**src/rtl/uart_pkg.sv**
```systemverilog
// Shared types for the buffered UART transmitter.
package uart_pkg;

    // Parity mode applied to every frame
    typedef enum logic [1:0] {
        PAR_NONE,
        PAR_EVEN,
        PAR_ODD
    } parity_t;

    // Serialiser state
    typedef enum logic [2:0] {
        IDLE,
        START,
        DATA,
        PAR,
        STOP
    } tx_state_t;

endpackage

```
**src/rtl/sync_fifo.sv**
```systemverilog
// Single-clock FIFO with registered read: dout is valid the cycle after pop.
module sync_fifo #(
    parameter int WIDTH = 8,
    parameter int DEPTH = 4
) (
    input  logic             clk,
    input  logic             rst_n,
    input  logic             push,
    input  logic             pop,
    input  logic [WIDTH-1:0] din,
    output logic [WIDTH-1:0] dout,
    output logic             full,
    output logic             empty
);

    localparam int AW = $clog2(DEPTH);
    localparam int CW = AW + 1;
    localparam logic [CW-1:0] CNT_FULL = CW'(DEPTH);

    logic [WIDTH-1:0] mem [DEPTH];
    logic [AW-1:0]    wr_ptr_reg;
    logic [AW-1:0]    rd_ptr_reg;
    logic [CW-1:0]    count_reg;
    logic             push_ok;
    logic             pop_ok;

    assign full    = (count_reg == CNT_FULL);
    assign empty   = (count_reg == '0);
    // A push into a full buffer is dropped even when a pop frees a slot this cycle
    assign push_ok = push && !full;
    assign pop_ok  = pop && !empty;

    // Storage array, kept free of reset so it maps onto RAM
    always_ff @(posedge clk) begin
        if (push_ok) begin
            mem[wr_ptr_reg] <= din;
        end
    end

    // Pointers (wrap naturally at power-of-two depth), occupancy and read register
    always_ff @(posedge clk or negedge rst_n) begin
        if (!rst_n) begin
            wr_ptr_reg <= '0;
            rd_ptr_reg <= '0;
            count_reg  <= '0;
            dout       <= '0;
        end else begin
            if (push_ok) begin
                wr_ptr_reg <= wr_ptr_reg + AW'(1);
            end
            if (pop_ok) begin
                rd_ptr_reg <= rd_ptr_reg + AW'(1);
                dout       <= mem[rd_ptr_reg];
            end
            case ({push_ok, pop_ok})
                2'b10:   count_reg <= count_reg + CW'(1);
                2'b01:   count_reg <= count_reg - CW'(1);
                default: count_reg <= count_reg;
            endcase
        end
    end

endmodule

```
**src/rtl/uart_tx_buf.sv**
```systemverilog
// Buffered UART transmitter: FIFO of pending words feeding a framed serialiser.
// TX is registered from the current state, so the line trails the state by one
// clock; every bit therefore still lasts exactly BAUD_DIV clocks.
module uart_tx_buf
    import uart_pkg::*;
#(
    parameter int      DATA_W     = 8,
    parameter int      BAUD_DIV   = 2604,
    parameter int      FIFO_DEPTH = 4,
    parameter parity_t PARITY     = PAR_NONE,
    parameter int      STOP_BITS  = 1
) (
    input  logic              clk,
    input  logic              rst_n,
    input  logic              trmt,
    input  logic [DATA_W-1:0] tx_data,
    output logic              TX,
    output logic              tx_done,
    output logic              full,
    output logic              empty,
    output logic              ovf
);

    localparam int CNT_W = $clog2(BAUD_DIV);
    localparam int BIT_W = $clog2(DATA_W);
    localparam logic [CNT_W-1:0] BAUD_LAST = CNT_W'(BAUD_DIV - 1);
    localparam logic [BIT_W-1:0] DATA_LAST = BIT_W'(DATA_W - 1);
    localparam logic [BIT_W-1:0] STOP_LAST = BIT_W'(STOP_BITS - 1);
    localparam logic             PAR_INV   = (PARITY == PAR_ODD);

    tx_state_t         state_reg;
    logic [CNT_W-1:0]  baud_cnt_reg;
    logic [BIT_W-1:0]  bit_cnt_reg;
    logic [DATA_W-1:0] shift_reg;
    logic [DATA_W-1:0] fifo_dout;
    logic              par_reg;
    logic              finish_reg;
    logic              bit_end;
    logic              pop;

    assign bit_end = (baud_cnt_reg == BAUD_LAST);
    // Pop when idle, or at the end of the last stop bit to chain frames gap-free
    assign pop = !empty &&
                 ((state_reg == IDLE) ||
                  ((state_reg == STOP) && bit_end && (bit_cnt_reg == STOP_LAST)));

    sync_fifo #(
        .WIDTH (DATA_W),
        .DEPTH (FIFO_DEPTH)
    ) u_fifo (
        .clk   (clk),
        .rst_n (rst_n),
        .push  (trmt),
        .pop   (pop),
        .din   (tx_data),
        .dout  (fifo_dout),
        .full  (full),
        .empty (empty)
    );

    // Overflow pulse: a write strobe that found the buffer full
    always_ff @(posedge clk or negedge rst_n) begin
        if (!rst_n) begin
            ovf <= 1'b0;
        end else begin
            ovf <= trmt && full;
        end
    end

    // Frame sequencer with baud and bit counters; drives TX and tx_done
    always_ff @(posedge clk or negedge rst_n) begin
        if (!rst_n) begin
            state_reg    <= IDLE;
            baud_cnt_reg <= '0;
            bit_cnt_reg  <= '0;
            shift_reg    <= '0;
            par_reg      <= 1'b0;
            finish_reg   <= 1'b0;
            TX           <= 1'b1;
            tx_done      <= 1'b0;
        end else begin
            case (state_reg)
                IDLE: begin
                    TX         <= 1'b1;
                    finish_reg <= 1'b0;
                    if (finish_reg) begin
                        tx_done <= 1'b1;
                    end
                    if (!empty) begin
                        state_reg    <= START;
                        baud_cnt_reg <= '0;
                        bit_cnt_reg  <= '0;
                    end
                end
                START: begin
                    TX      <= 1'b0;
                    tx_done <= 1'b0;
                    // The popped word appears on fifo_dout one clock after the pop
                    if (baud_cnt_reg == '0) begin
                        shift_reg <= fifo_dout;
                        par_reg   <= (^fifo_dout) ^ PAR_INV;
                    end
                    if (bit_end) begin
                        baud_cnt_reg <= '0;
                        state_reg    <= DATA;
                    end else begin
                        baud_cnt_reg <= baud_cnt_reg + CNT_W'(1);
                    end
                end
                DATA: begin
                    TX <= shift_reg[0];
                    if (bit_end) begin
                        baud_cnt_reg <= '0;
                        shift_reg    <= shift_reg >> 1;
                        if (bit_cnt_reg == DATA_LAST) begin
                            bit_cnt_reg <= '0;
                            state_reg   <= (PARITY != PAR_NONE) ? PAR : STOP;
                        end else begin
                            bit_cnt_reg <= bit_cnt_reg + BIT_W'(1);
                        end
                    end else begin
                        baud_cnt_reg <= baud_cnt_reg + CNT_W'(1);
                    end
                end
                PAR: begin
                    TX <= par_reg;
                    if (bit_end) begin
                        baud_cnt_reg <= '0;
                        state_reg    <= STOP;
                    end else begin
                        baud_cnt_reg <= baud_cnt_reg + CNT_W'(1);
                    end
                end
                STOP: begin
                    TX <= 1'b1;
                    if (bit_end) begin
                        baud_cnt_reg <= '0;
                        if (bit_cnt_reg == STOP_LAST) begin
                            bit_cnt_reg <= '0;
                            if (!empty) begin
                                state_reg <= START;
                            end else begin
                                state_reg  <= IDLE;
                                finish_reg <= 1'b1;
                            end
                        end else begin
                            bit_cnt_reg <= bit_cnt_reg + BIT_W'(1);
                        end
                    end else begin
                        baud_cnt_reg <= baud_cnt_reg + CNT_W'(1);
                    end
                end
                default: begin
                    state_reg <= IDLE;
                end
            endcase
        end
    end

endmodule

```
**config.mk**
```make
export PLATFORM = sky130hd
export DESIGN_NAME = uart_tx_buf
export DESIGN_NICKNAME = d
export VERILOG_FILES = /design/src/rtl/uart_pkg.sv /design/src/rtl/sync_fifo.sv /design/src/rtl/uart_tx_buf.sv
export SDC_FILE = /design/constraint.sdc
export NUM_CORES = 1
export LEC_CHECK = 0
export ABC_AREA = 1
export CAP_MARGIN = 20
export CORE_MARGIN = 2
export CORE_UTILIZATION = 40
export DETAILED_ROUTE_END_ITERATION = 8
export GPL_TIMING_DRIVEN = 1
export PLACE_DENSITY_LB_ADDON = 0.3
export SLEW_MARGIN = 40
export SYNTH_ARGS = -nofsm -noshare
export SYNTH_HDL_FRONTEND = slang
export SYNTH_HIERARCHICAL = 1
export SYNTH_SLANG_ARGS = --single-unit
```
**constraint.sdc**
```tcl
create_clock -name clk -period 3.57 [get_ports clk]
set_input_delay 0.714 -clock clk [delete_from_list [all_inputs] [get_ports clk]]
set_output_delay 0.714 -clock clk [all_outputs]
set_load 0.005 [all_outputs]
```
==> metrics.txt <==
first-pass GRT wire length=between 10,000 and 15,000 um; final WL=a little over 7000 um; CTS tree=done; Slew @ Worst Pin=between 0.7 and 0.8 ns; Period minus WS final=around 2.9 ns; post-synth cell types=36; syn_nets=roughly 490; Clock Tree Buf Depth=2; multi-input logic area=roughly 0.0016 sq mm; HP Class=input pin to async pin; max FFs per register=32; Core ar.=just over 0.01 sq mm; Placed Area=0.00438 sq mm; CTS clock-pin slew for the worst setup and hold paths=roughly 0.080 ns; NumNets Final=approximately 510; chip height=106 um; routed vias/inst=4.62; total track usage=about 14%; Initial Util=a little over 40%; IO Pins=16; synthesized cell area=0.00413 sq mm; post-detail-place hpwl=roughly 5300 um; Post-CTS Setup Bufs=0; Crit. End Element=flip-flop; sequential cell area fraction in the yosys report=approximately half; synthesis-to-finish area growth=10.8%; Post-Synthesis Cells=roughly 470; post-route setup slack=around 0.64 ns; H-tree Lvls=3; Worst VDD drop=approximately 220 uV; Yosys reg bits=78; Layout fillers=around 1,000; FP Rows=37; DRC violations left=0; Ant. Diodes=0; cts bufs inserted=9; wire per inst=between 10 and 15 um; max-cap violation count=0; RSZ-0062 raised after global routing=false; Final Hold Violating Endpoints=0; post_cts resized=0; Die W=around 110 um; Area contributors post-synth=dfrtp_1 27%, edfxtp_1 23%, nand2_1 13%, inv_1 6.6%, nand3_1 4.0%; relative slew slack=47.0%; DP Worst Slack=0.641 ns; largest net degree at the start of global routing=47; crit path max fanout=12; Synth area leader=dfrtp_1; final setup fails=0; Data required, critical path=3.84 ns; placed cell count=~620; Post-DRT Antenna Nets=0; met1 Usage GRT=between 10% and 20%; worst skew pair latency=0.35 ns; vias in the first global route=between 2,000 and 3,000; area fraction of the dominant cell type after synthesis=between 20% and 30%; Slew Viols, Final=0; GPL Wtd Cong=just under 0.9; Synth warnings=6; CP Launch Type=flip-flop; 1st-iter DRT viols=around 140; drt first pass iters=4; hold buffer count at CTS=0; storage element area=between 0.002 and 0.0025 sq mm; r2r setup slk=0.64 ns; pwr dens=roughly 440 mW/mm^2; Non-Filler Cell Area, Final=roughly 0.0046 sq mm; Final Instance Count excl. Fillers=between 600 and 700; initial antenna violation count=0; Critical Path AT=approximately 3.2 ns; grt peak-use layer=met2; GR Util met3=approximately 4.6%; die area=approximately 0.011 sq mm; share of layout cells above drive strength 1=between 10% and 20%; detailed-route via count=roughly 2,900; Fin Clk Skew=0.00640 ns; final worst path period share=~82%; total gr overflow=0; Root Driver=clkbuf_8; setup TNS=0 ns; Port-buffer cells=15; critical path class=flip-flop to flip-flop; synthesized area per cell=between 8 and 9 sq um; GRT met2 Usage=23.7%; static leakage=between 2 and 2.5 nW; Peak Freq=roughly 0.34 GHz; TritonCTS Sinks=about 80; run status=complete, no violations; Worst Hold Margin=between 0.3 and 0.4 ns
[path summary, 6_finish.rpt]
kind,depth (start not counted),startpoint,to
min in group clk,2,shift_reg[0],TX
worst max register to register,16,baud_cnt_reg[0],u_fifo/count_reg[2]
max in group asynchronous,1,rst_n,TX
worst min register to register,2,shift_reg[0],TX
worst min-delay path,1,rst_n,baud_cnt_reg[8]
worst max-delay path,16,baud_cnt_reg[0],u_fifo/count_reg[2]
[cells in the final DEF, fill, tap and decap left out, types with 3 or more instances in the layout]
| cell type | Yosys | routed |
|---|---|---|
| inv_1 | 73 | 73 |
| dfrtp_1 | 45 | 45 |
| nor3_1 | 5 | 5 |
| clkdlybuf4s50_1 | 0 | 14 |
| edfxtp_1 | 32 | 32 |
| clkbuf_8 | 0 | 9 |
| nand4_1 | 3 | 3 |
| nor2_1 | 20 | 18 |
| o22ai_1 | 3 | 3 |
| nand3_1 | 33 | 33 |
| nand2_2 | 4 | 4 |
| nand2_1 | 148 | 148 |
| nand2_4 | 3 | 3 |
| xor2_1 | 10 | 10 |
| inv_6 | 0 | 4 |
| inv_2 | 14 | 14 |
| nor2_4 | 5 | 5 |
| a21oi_1 | 5 | 5 |
| ha_1 | 10 | 10 |
| xnor2_1 | 5 | 5 |
| o21ai_0 | 5 | 5 |
| o21ai_1 | 21 | 21 |
| nor2_2 | 4 | 6 |
[area by class of cell]
cell class	count	area share, %
well taps	136	3.72
multi-input cells	297	35.1
flip-flops and latches	78	46.2
repair buffers	16	3.39
clock inverters	7	1.34
inverters	90	7.45
clock buffers	9	2.71
[critical path, stage by stage (launching register included)]
cell	delay [ns]
dfrtp_1	0.41
ha_1	0.19
nand2_1	0.07
nor2_2	0.21
nand3_4	0.17
nand2_4	0.14
nand3_4	0.10
nor2_1	0.22
a21boi_2	0.20
buf_4	0.18
ha_1	0.17
inv_1	0.07
fa_1	0.38
inv_1	0.06
nand2_1	0.04
nand3_1	0.07
xor2_1	0.17
[layer usage]
metal,wire length [um],up-vias,share of wire (%)
met3,269,14,3.8
met1,3270,1357,46
met4,110,0,1.5
met5,0,-,0
met2,3500,48,49
li1,-,1506,-
[report_power, final]
group          total, W  leakage (nW)  internal [W]  switching [W]
Combinational  0.000310          1.21      0.000109       0.000202
Sequential      0.00110         0.861       0.00105      0.0000497
Clock          0.000620        0.0892      0.000267       0.000354
[synth_stat cells]
| master | n |
|---|---|
| nor2_4 | 5 |
| nor2_2 | 4 |
| inv_2 | 14 |
| nand2_1 | 148 |
| edfxtp_1 | 32 |
| nor3_2 | 1 |
| nand3_1 | 33 |
| o21ai_4 | 1 |
| a21boi_2 | 1 |
| dfstp_2 | 1 |
| nor2_1 | 20 |
| nor3_1 | 5 |
| dfrtp_1 | 45 |
| xor2_1 | 10 |
| fa_1 | 1 |
| inv_1 | 73 |
| a21oi_1 | 5 |
| o21a_1 | 1 |
| nand3_4 | 2 |
| nand4_4 | 1 |
| nand2_4 | 3 |
| nand4_1 | 3 |
| nor2_8 | 2 |
| nand2_2 | 4 |
| o21ai_1 | 21 |
| o22ai_1 | 3 |
| buf_4 | 2 |
| o21ai_0 | 5 |
| ha_1 | 10 |
| clkinv_1 | 2 |
| xnor2_1 | 5 |
| inv_4 | 1 |
| a21boi_1 | 1 |
| nand2b_1 | 1 |
| a21oi_4 | 1 |
| buf_6 | 5 |
[metrics by stage]
stage / utilization (%) / total power, W
after floorplan: - / 0.00130
after global placement: 43.0 / 0.00141
after detailed placement: 43.0 / 0.00143
after CTS: 44.8 / 0.00205
after global routing: 44.9 / 0.00215
final: 44.9 / 0.00203
[logic make-up (layout without fill, tap and decap cells)]
family / Yosys count / count (layout) / share of synthesized area, %
XOR/XNOR: 15 / 15 / 3.18
buffers and inverters: 97 / 122 / 9.98
adder cells (fa/ha/maj): 11 / 11 / 3.52
AO/OA/AOI/OAI: 39 / 39 / 5.64
AND/OR/NAND/NOR: 232 / 232 / 26.5
flip-flops: 78 / 78 / 51.2
Note: power is estimated with default switching activity, not from simulation.
